`src/rtl/ray_sphere_closest_hit_pkg.sv`:
```
// Shared widths and state encoding for the ray/sphere closest-hit block.
package rt_pkg;

  localparam int COORD_W  = 12;
  localparam int DIR_FRAC = 10;
  localparam int T_W      = 18;
  localparam logic [T_W-1:0] T_MISS = 18'h3FFFF;

  localparam int OC_W   = 13;
  localparam int B_W    = 17;
  localparam int C_W    = 27;
  localparam int DISC_W = 35;
  localparam int ROOT_W = 17;
  localparam int RAD_W  = 34;
  localparam int REM_W  = ROOT_W + 1;

  typedef enum logic [2:0] {
    S_IDLE,
    S_KICK,
    S_WAIT_SPH,
    S_DOT,
    S_DISC,
    S_SQRT,
    S_CMP,
    S_RESULT
  } state_t;

endpackage

```
`src/rtl/ray_sphere_closest_hit_isqrt.sv`:
```
// Restoring bit-serial integer square root: floor(sqrt(radicand)), one root bit per cycle.
module isqrt_seq
  import rt_pkg::*;
(
  input  logic              clk,
  input  logic              rst_n,
  input  logic              start,
  input  logic [RAD_W-1:0]  radicand,
  output logic              done,
  output logic [ROOT_W-1:0] root
);

  logic [RAD_W-1:0]  rad_r, src_rad_s, nxt_rad_s;
  logic [REM_W-1:0]  rem_r, src_rem_s, nxt_rem_s;
  logic [ROOT_W-1:0] root_r, src_root_s, nxt_root_s;
  logic [REM_W+1:0]  shifted_s, trial_s, diff_s;
  logic [4:0]        cnt_r;
  logic              busy_r, done_r;

  // One restoring step: bring down two radicand bits, try subtracting 4*root+1.
  always_comb begin
    if (start) begin
      src_rem_s  = '0;
      src_root_s = '0;
      src_rad_s  = radicand;
    end else begin
      src_rem_s  = rem_r;
      src_root_s = root_r;
      src_rad_s  = rad_r;
    end
    shifted_s = {src_rem_s, src_rad_s[RAD_W-1 -: 2]};
    trial_s   = {1'b0, src_root_s, 2'b01};
    diff_s    = shifted_s - trial_s;
    if (shifted_s >= trial_s) begin
      nxt_rem_s  = REM_W'(diff_s);
      nxt_root_s = {src_root_s[ROOT_W-2:0], 1'b1};
    end else begin
      nxt_rem_s  = REM_W'(shifted_s);
      nxt_root_s = {src_root_s[ROOT_W-2:0], 1'b0};
    end
    nxt_rad_s = {src_rad_s[RAD_W-3:0], 2'b00};
  end

  // Iteration registers; the first step is taken on the start edge itself.
  always_ff @(posedge clk or negedge rst_n) begin
    if (!rst_n) begin
      rem_r  <= '0;
      root_r <= '0;
      rad_r  <= '0;
      cnt_r  <= 5'd0;
      busy_r <= 1'b0;
      done_r <= 1'b0;
    end else if (start) begin
      rem_r  <= nxt_rem_s;
      root_r <= nxt_root_s;
      rad_r  <= nxt_rad_s;
      cnt_r  <= 5'd16;
      busy_r <= 1'b1;
      done_r <= 1'b0;
    end else if (busy_r) begin
      rem_r  <= nxt_rem_s;
      root_r <= nxt_root_s;
      rad_r  <= nxt_rad_s;
      cnt_r  <= cnt_r - 5'd1;
      if (cnt_r == 5'd1) begin
        busy_r <= 1'b0;
        done_r <= 1'b1;
      end else begin
        busy_r <= 1'b1;
        done_r <= 1'b0;
      end
    end else begin
      done_r <= 1'b0;
    end
  end

  assign done = done_r;
  assign root = root_r;

endmodule

```
`src/rtl/ray_sphere_closest_hit.sv`:
```
// Closest-hit search of one ray against a streamed sphere scene.
module ray_sphere_closest_hit
  import rt_pkg::*;
#(
  parameter int TMIN = 1
) (
  input  logic                      clk,
  input  logic                      rst_n,
  input  logic                      ray_valid,
  output logic                      ray_ready,
  input  logic signed [COORD_W-1:0] ray_ox,
  input  logic signed [COORD_W-1:0] ray_oy,
  input  logic signed [COORD_W-1:0] ray_oz,
  input  logic signed [COORD_W-1:0] ray_dx,
  input  logic signed [COORD_W-1:0] ray_dy,
  input  logic signed [COORD_W-1:0] ray_dz,
  output logic                      scene_start,
  input  logic                      sph_valid,
  output logic                      sph_ready,
  input  logic [7:0]                sph_idx,
  input  logic                      sph_last,
  input  logic                      sph_done,
  input  logic signed [COORD_W-1:0] sph_cx,
  input  logic signed [COORD_W-1:0] sph_cy,
  input  logic signed [COORD_W-1:0] sph_cz,
  input  logic signed [COORD_W-1:0] sph_radius,
  output logic                      res_valid,
  input  logic                      res_ready,
  output logic                      res_hit,
  output logic [7:0]                res_idx,
  output logic [T_W-1:0]            res_t
);

  localparam logic signed [T_W-1:0] TMIN_T = T_W'(TMIN);

  state_t state_r, state_nxt_s;

  logic signed [COORD_W-1:0] ox_r, oy_r, oz_r, dx_r, dy_r, dz_r;
  logic signed [COORD_W-1:0] cx_r, cy_r, cz_r, sr_r;
  logic [7:0]                sidx_r;
  logic                      last_r;
  logic signed [B_W-1:0]     b_r, b_s;
  logic signed [C_W-1:0]     c_r, c_s, dot_s;
  logic signed [OC_W-1:0]    ocx_s, ocy_s, ocz_s;
  logic signed [DISC_W-1:0]  disc_s;
  logic signed [T_W-1:0]     tn_s, tf_s, root_ext_s;
  logic [ROOT_W-1:0]         root_s;
  logic                      sqrt_start_s, sqrt_done_s;
  logic                      cand_hit_s;
  logic [T_W-1:0]            cand_t_s;

  logic [T_W-1:0] best_t_r, best_t_nxt_s;
  logic [7:0]     best_idx_r, best_idx_nxt_s;
  logic           best_hit_r, best_hit_nxt_s;

  logic           ray_ready_r, scene_start_r, sph_ready_r, res_valid_r;
  logic           res_hit_r;
  logic [7:0]     res_idx_r;
  logic [T_W-1:0] res_t_r;

  // Geometry arithmetic: b = floor(oc.D / 2^DIR_FRAC), c = |oc|^2 - r^2, disc = b^2 - c.
  always_comb begin
    ocx_s  = OC_W'(cx_r) - OC_W'(ox_r);
    ocy_s  = OC_W'(cy_r) - OC_W'(oy_r);
    ocz_s  = OC_W'(cz_r) - OC_W'(oz_r);
    dot_s  = C_W'(ocx_s) * C_W'(dx_r) + C_W'(ocy_s) * C_W'(dy_r) + C_W'(ocz_s) * C_W'(dz_r);
    b_s    = B_W'(dot_s >>> DIR_FRAC);
    c_s    = C_W'(ocx_s) * C_W'(ocx_s) + C_W'(ocy_s) * C_W'(ocy_s)
           + C_W'(ocz_s) * C_W'(ocz_s) - C_W'(sr_r) * C_W'(sr_r);
    disc_s = DISC_W'(b_r) * DISC_W'(b_r) - DISC_W'(c_r);
  end

  isqrt_seq u_isqrt (
    .clk      (clk),
    .rst_n    (rst_n),
    .start    (sqrt_start_s),
    .radicand (disc_s[RAD_W-1:0]),
    .done     (sqrt_done_s),
    .root     (root_s)
  );

  // Root selection: near root unless it fails the self-intersection guard.
  always_comb begin
    root_ext_s = $signed({1'b0, root_s});
    tn_s       = T_W'(b_r) - root_ext_s;
    tf_s       = T_W'(b_r) + root_ext_s;
    if (tn_s > TMIN_T) begin
      cand_hit_s = 1'b1;
      cand_t_s   = tn_s;
    end else if (tf_s > TMIN_T) begin
      cand_hit_s = 1'b1;
      cand_t_s   = tf_s;
    end else begin
      cand_hit_s = 1'b0;
      cand_t_s   = T_MISS;
    end
  end

  // Next-state and best-hit update.
  always_comb begin
    state_nxt_s    = state_r;
    best_t_nxt_s   = best_t_r;
    best_idx_nxt_s = best_idx_r;
    best_hit_nxt_s = best_hit_r;
    sqrt_start_s   = 1'b0;
    case (state_r)
      S_IDLE: begin
        if (ray_valid && ray_ready_r) begin
          state_nxt_s    = S_KICK;
          best_t_nxt_s   = T_MISS;
          best_idx_nxt_s = 8'd0;
          best_hit_nxt_s = 1'b0;
        end else begin
          state_nxt_s = S_IDLE;
        end
      end
      S_KICK: state_nxt_s = S_WAIT_SPH;
      S_WAIT_SPH: begin
        if (sph_valid && sph_ready_r) begin
          state_nxt_s = S_DOT;
        end else if (sph_done) begin
          state_nxt_s = S_RESULT;
        end else begin
          state_nxt_s = S_WAIT_SPH;
        end
      end
      S_DOT: state_nxt_s = S_DISC;
      S_DISC: begin
        if (disc_s[DISC_W-1]) begin
          state_nxt_s = last_r ? S_RESULT : S_WAIT_SPH;
        end else begin
          sqrt_start_s = 1'b1;
          state_nxt_s  = S_SQRT;
        end
      end
      S_SQRT: begin
        if (sqrt_done_s) begin
          state_nxt_s = S_CMP;
        end else begin
          state_nxt_s = S_SQRT;
        end
      end
      S_CMP: begin
        // Strict less-than keeps the earlier sphere on a tie.
        if (cand_hit_s && (cand_t_s < best_t_r)) begin
          best_t_nxt_s   = cand_t_s;
          best_idx_nxt_s = sidx_r;
          best_hit_nxt_s = 1'b1;
        end else begin
          best_hit_nxt_s = best_hit_r;
        end
        state_nxt_s = last_r ? S_RESULT : S_WAIT_SPH;
      end
      S_RESULT: begin
        if (res_ready && res_valid_r) begin
          state_nxt_s = S_IDLE;
        end else begin
          state_nxt_s = S_RESULT;
        end
      end
      default: state_nxt_s = S_IDLE;
    endcase
  end

  // State, best-so-far and registered handshake/result outputs.
  always_ff @(posedge clk or negedge rst_n) begin
    if (!rst_n) begin
      state_r       <= S_IDLE;
      best_t_r      <= T_MISS;
      best_idx_r    <= 8'd0;
      best_hit_r    <= 1'b0;
      ray_ready_r   <= 1'b0;
      scene_start_r <= 1'b0;
      sph_ready_r   <= 1'b0;
      res_valid_r   <= 1'b0;
      res_hit_r     <= 1'b0;
      res_idx_r     <= 8'd0;
      res_t_r       <= T_MISS;
    end else begin
      state_r       <= state_nxt_s;
      best_t_r      <= best_t_nxt_s;
      best_idx_r    <= best_idx_nxt_s;
      best_hit_r    <= best_hit_nxt_s;
      ray_ready_r   <= (state_nxt_s == S_IDLE);
      scene_start_r <= (state_nxt_s == S_KICK);
      sph_ready_r   <= (state_nxt_s == S_WAIT_SPH);
      res_valid_r   <= (state_nxt_s == S_RESULT);
      if (state_nxt_s == S_RESULT) begin
        res_hit_r <= best_hit_nxt_s;
        res_idx_r <= best_idx_nxt_s;
        res_t_r   <= best_t_nxt_s;
      end
    end
  end

  // Ray, sphere and dot-stage operand capture.
  always_ff @(posedge clk or negedge rst_n) begin
    if (!rst_n) begin
      ox_r <= '0; oy_r <= '0; oz_r <= '0;
      dx_r <= '0; dy_r <= '0; dz_r <= '0;
      cx_r <= '0; cy_r <= '0; cz_r <= '0; sr_r <= '0;
      sidx_r <= 8'd0;
      last_r <= 1'b0;
      b_r    <= '0;
      c_r    <= '0;
    end else begin
      if (state_r == S_IDLE && ray_valid && ray_ready_r) begin
        ox_r <= ray_ox; oy_r <= ray_oy; oz_r <= ray_oz;
        dx_r <= ray_dx; dy_r <= ray_dy; dz_r <= ray_dz;
      end
      if (state_r == S_WAIT_SPH && sph_valid && sph_ready_r) begin
        cx_r   <= sph_cx;
        cy_r   <= sph_cy;
        cz_r   <= sph_cz;
        sr_r   <= sph_radius;
        sidx_r <= sph_idx;
        last_r <= sph_last;
      end
      if (state_r == S_DOT) begin
        b_r <= b_s;
        c_r <= c_s;
      end
    end
  end

  assign ray_ready   = ray_ready_r;
  assign scene_start = scene_start_r;
  assign sph_ready   = sph_ready_r;
  assign res_valid   = res_valid_r;
  assign res_hit     = res_hit_r;
  assign res_idx     = res_idx_r;
  assign res_t       = res_t_r;

endmodule

```
`config.mk`:
```
export PLATFORM = sky130hd
export DESIGN_NAME = ray_sphere_closest_hit
export DESIGN_NICKNAME = d
export VERILOG_FILES = /design/src/rtl/ray_sphere_closest_hit_pkg.sv /design/src/rtl/ray_sphere_closest_hit_isqrt.sv /design/src/rtl/ray_sphere_closest_hit.sv
export SDC_FILE = /design/constraint.sdc
export NUM_CORES = 2
export LEC_CHECK = 0
export ABC_AREA = 1
export CORE_MARGIN = 3
export CORE_UTILIZATION = 50
export CTS_CLUSTER_DIAMETER = 120
export DETAILED_ROUTE_END_ITERATION = 8
export GPL_TIMING_DRIVEN = 0
export HOLD_SLACK_MARGIN = 0.1
export PLACE_DENSITY = 0.7
export SYNTH_ARGS = -nofsm -noshare
export SYNTH_HDL_FRONTEND = slang
export SYNTH_SLANG_ARGS = --single-unit
```
`constraint.sdc`:
```
create_clock -name clk -period 23.8 [get_ports clk]
set_clock_uncertainty 0.2 [all_clocks]
set_input_delay 4.76 -clock clk [delete_from_list [all_inputs] [get_ports clk]]
set_output_delay 4.76 -clock clk [all_outputs]
set_load 0.01 [all_outputs]
```
---- Word level (Yosys, flattened, before mapping) ----
Cells that the tools add are included.
cells by class
  bitwise operators ....................... 0
  $lt $le $gt $ge ......................... 4
  muxes and demuxes ....................... 42
  reduce and logical (&&, ||, !) cells .... 11
  add/subtract/negate cells ............... 13
  shift operators ......................... 0
  $mul .................................... 8
  div/mod/pow operators ................... 0
  eq/ne operators ......................... 11
operators with widths
  operator                                             number
  2-to-1 mux 18 bit                                    8
  2-to-1 mux 34 bit                                    3
  multiplier 13 x 13 -> 26 bit                         3
  multiplier 13 x 12 -> 25 bit                         3
  2-to-1 mux 17 bit                                    3
  subtractor 12 x 12 -> 13 bit                         3
  > comparator 18 x 2 -> 1 bit, second input constant  2
  case mux 18 bit (2 select lines)                     1
  subtractor 34 x 27 -> 35 bit                         1
  multiplier 17 x 17 -> 34 bit                         1
  adder 26 x 25 -> 27 bit                              1
  adder 26 x 26 -> 27 bit                              1
  adder 27 x 26 -> 27 bit                              1
  subtractor 27 x 24 -> 27 bit                         1
  adder 25 x 25 -> 26 bit                              1
  multiplier 12 x 12 -> 24 bit                         1
  case mux 3 bit (8 select lines)                      1
  greater-or-equal comparator 20 x 19 -> 1 bit         1
  adder 17 x 18 -> 18 bit                              1
  < comparator 18 bit                                  1
  subtractor 17 x 18 -> 18 bit                         1
  subtractor 18 bit                                    1
  2-to-1 mux 8 bit                                     2
  case mux 8 bit (2 select lines)                      1
  other kinds (13)                                     46
storage, ports and cells
  memory bits (read-only) ................. 0
  memories kept ........................... 0
  bits in writable memories ............... 0
  latch bits .............................. 0
  logic and storage cells ................. 120
  register bits ........................... 310
  output and inout bits ................... 31

---- Longest topological paths before layout ----
  depth after elaboration ................. 9
  gate-level depth with buffers ........... 53
  mapped depth without buffers ............ 52

---- By module ----
Synthesis repeated with hierarchy kept, for this count alone.
unflattened totals
  cells, all modules ...................... 8,123
  area total of the unflattened synthesis .. 70,009.6 um^2
modules (own cells, without submodules)
  module                  instances  cells each  area an instance (um^2)
  ray_sphere_closest_hit  1          7,527       65,540.4
  isqrt_seq               1          596         4,469.3

---- Least setup slack after synthesis ----
Ideal clock, no wire load.
  path kind ............................... register to register
  start point ............................. register ox_r[0]
  end point ............................... register c_r[25]
  cell stages (with the launch flop) ...... 47
  clock period less this slack ............ 9,371 ps
  data required time ...................... 23,465 ps
  arrival time ............................ 9,037 ps
  slack ................................... 14,429 ps
  path buffers ............................ 1
  cells stage by stage .................... dfrtp_1 -> ha_1 -> inv_1 -> fa_1 -> nand2_1 -> inv_1 -> o21ai_1 -> nand2_1 -> nand2_1 -> nand2_1 -> a21oi_1 -> or2_1 -> nand2_1 -> nand2_1 -> nand2_1 -> nand2_1 -> nand2_1 -> a21oi_1 -> [... 11 more ...] -> inv_1 -> fa_1 -> inv_1 -> fa_1 -> fa_1 -> inv_1 -> fa_1 -> inv_1 -> ha_1 -> a21oi_1 -> o21ai_0 -> a21oi_1 -> or2_2 -> a21oi_1 -> nand3_1 -> o21bai_1 -> xor2_1 -> o21ai_0
on the way
  longest elaborated chain between the ends .. 5
RTL lines
  item                          line                           text
  from (decl)                   ray_sphere_closest_hit.sv:38   logic signed [COORD_W-1:0] ox_r, oy_r, oz_r, dx_r, dy_r, dz_r;
  from (signal assigned)        ray_sphere_closest_hit.sv:208  ox_r <= ray_ox; oy_r <= ray_oy; oz_r <= ray_oz;
  subtractor 12 x 12 -> 13 bit  ray_sphere_closest_hit.sv:63   ocx_s = OC_W'(cx_r) - OC_W'(ox_r);
  multiplier 13 x 13 -> 26 bit  ray_sphere_closest_hit.sv:68   c_s = C_W'(ocx_s) * C_W'(ocx_s) + C_W'(ocy_s) * C_W'(ocy_s)
  adder 26 x 26 -> 27 bit       ray_sphere_closest_hit.sv:68
  adder 27 x 26 -> 27 bit       ray_sphere_closest_hit.sv:69   + C_W'(ocz_s) * C_W'(ocz_s) - C_W'(sr_r) * C_W'(sr_r);
  subtractor 27 x 24 -> 27 bit  ray_sphere_closest_hit.sv:69
  to (signal assigned)          ray_sphere_closest_hit.sv:221  c_r <= c_s;
  to (decl)                     ray_sphere_closest_hit.sv:43   logic signed [C_W-1:0] c_r, c_s, dot_s;
Every way passes these cells.
A chain may end at the register's enable or synchronous reset.

---- Worst setup path after layout ----
  start point ............................. register ox_r[0]
  end point ............................... register c_r[24]
Same word-level chain as after synthesis.

==> run summary <==
status = complete, no violations
RSZ-0062 raised after global routing = false
average wire per standard cell = 21.3 um
library cells used by synthesis = 65
top post-synthesis cells by area = fa_1 46%, inv_1 12%, dfrtp_1 9.8%
DR DRC count = 0
Worst path max stage delay = 0.91 ns
Die Ht = 378 um
Routed WL = 212 mm
grt ovf = 0
area delta synth->final = 7.89%
Worst-path clk slew = 0.06 ns
die width = 378 um
IO Count = 166
global route hottest layer = met2
most numerous cell on the critical path = nand2_1
CTS Root Cell = clkbuf_16
Slew Limit Headroom = 0.0886
mean post-synth cell area = 8.72 um2
vias in the first global route = 55800
final setup TNS = 0 ns
top cell type's share of synthesized area = 0.456
drt first-iter violations = 4501
Max-cap violations = 0
standard-cell rows = 135
worst min path class = register to register
PostCTS Resize Cnt = 0
Synth Register Bits = 308
DR vias/cell = 5.26
first-pass GRT wire length = 326 mm
Final nets = 10400
count leader, synth = inv_1
Worst EP required = 24.05 ns
Post-Syn Area = 69300 um2
core area = 136000 um2
Primary FF master, synth = dfrtp_1
largest net degree at the start of global routing = 122
Slew Limit Fails = 0
WHS = 0.269 ns
synth warn = 0
grt met2 use = 0.480
Post-synth EDFFs = 0
clk_lat worst skew = 0.63 ns
Clock Tree Buf Depth = 3
Hold Vio Cnt, Final = 0
Layout fillers = 12500
Synth Instances = 7939
layout cells sized above 1 = 0.0301
detailed placement HPWL = 181 mm
Post-DRT Antenna Nets = 0
CTS H-tree depth = 2
Port Buffers = 165
crit start category = register
# setup viols final = 0
setup repair bufs after CTS = 0
CP arrival = 12.46 ns
R2R setup slack = 11.59 ns
GRT Total Usage = 0.306
Global Route met3 Usage = 0.0818
1st-pass router iterations = 7
Layout Utilization = 0.547
CTS buffer count = 40
initial antenna violation count = 14
Vias = 52400
sequential-to-total area share from yosys stat = 0.112
Syn Nets = 10200
CTS tree = done
Clock Sinks = 308
hold buffers post-CTS = 0
Worst Tran Pin Value = 1.36 ns
min Tclk post-route = 12.21 ns
Critical Path Sink Type = register
Die Footprint = 143000 um2
Starting Density = 0.507
ys async rst share = 1.00
area leader, netlist = fa_1
slowest CP cell = a22oi_2
FMAX = 81.9 MHz
Commonest cells post-synth = 2241 x inv_1, 1577 x fa_1, 1494 x nand2_1, 553 x nor2_1, 526 x ha_1
met1 Use GR = 0.399
Final GP Congestion = 1.03
crit path max fanout = 10
CP Class = register to register
crit share post-route = 0.513
## cell type report
class                   count  area (um2)  share of cell area
repair buffers            167        1710              0.0229
well taps                1781        2230              0.0298
diodes                      5        12.5            0.000167
clock inverters            24         375             0.00502
plain buffers             235         998              0.0134
clock buffers              49        1140              0.0152
flip-flops and latches    308        7750               0.104
inverters                2268        8520               0.114
multi-input cells        5128       52000               0.696
## worst paths after layout
check,startpoint,endpoint,cells after the start
worst min register to register,res_t[13],res_t[13],2
max in group asynchronous,rst_n,dy_r[11],2
worst max-delay path,ox_r[0],c_r[24],47
min in group asynchronous,rst_n,u_isqrt.rad_r[25],1
worst min-delay path,res_t[13],res_t[13],2
worst max register to register,ox_r[0],c_r[24],47
## per-stage QoR
step	area (um2)	setup WS (ns)	std cells
after floorplan	69300	14.43	7939
after global placement	73100	3.56	9885
after detailed placement	73200	11.69	9887
after CTS	74700	11.67	9960
after global routing	74700	10.87	9963
final	74700	11.59	9965
## registers in the layout, summed over array words and instances, names as in the netlist, 3 cells and up
register / flops
ox_r: 12
best_t_r: 18
u_isqrt.cnt_r: 5
oz_r: 12
oy_r: 12
sidx_r: 8
dy_r: 12
sr_r: 12
best_idx_r: 8
dz_r: 12
state_r: 3
cy_r: 12
u_isqrt.rad_r: 32
b_r: 17
res_idx: 8
dx_r: 12
u_isqrt.root: 17
res_t: 18
cx_r: 12
cz_r: 12
u_isqrt.rem_r: 18
c_r: 27
## per-layer routing
layer | up-vias | part of all wire
met1 | 26400 | 0.39
met3 | 460 | 0.098
met4 | 8 | 0.056
li1 | 23300 | -
met5 | - | 0.00074
met2 | 2200 | 0.46
## cell families (layout without fill, tap and decap cells)
group	count (synthesis)	count (layout)	share of synthesized area
XOR/XNOR	159	159	0.0202
buffers and inverters	2503	2743	0.137
AO/OA/AOI/OAI	569	569	0.0468
other	0	5	0
AND/OR/NAND/NOR	2297	2297	0.133
adder cells (fa/ha/maj)	2103	2103	0.551
flip-flops	308	308	0.112
## critical path, delay by kind of cell, from the launching register on
| family | cells | cell delay, ns |
|---|---|---|
| adders and majority gates | 12 | 5.38 |
| AOI/OAI and AO/OA | 10 | 2.61 |
| and+or+nand+nor | 16 | 1.74 |
| buffers and inverters | 8 | 1.10 |
| xor gates and xnor gates | 1 | 0.51 |
| DFF | 1 | 0.47 |
## cells in the final DEF, fill, tap and decap left out, types with 5 or more instances in the layout
cell	instances
clkdlybuf4s50_1	164
a21oi_2	7
a211oi_1	9
a21oi_1	177
nand4_1	20
xor2_1	79
ha_1	526
a21o_1	11
o21bai_1	17
diode_2	5
nand2_1	1494
o21ai_2	9
or2_2	34
o21ai_0	244
o21ai_1	17
bufinv_16	6
nand3_2	16
buf_1	10
and2_1	6
inv_2	8
fa_1	1577
nand3_1	108
o221ai_1	27
dfstp_2	36
inv_1	2241
o211ai_1	6
clkinv_4	5
dfrtp_1	272
nor3_1	28
clkinv_1	18
xnor2_1	79
o22ai_1	8
a31oi_1	15
nor2_1	553
buf_6	9
clkbuf_1	197
buf_2	17
nand2_2	15
nand3b_1	6
clkbuf_16	43
Power is not shown: default switching activity piles up to over one toggle a cycle in this logic, so the estimate is an artifact.
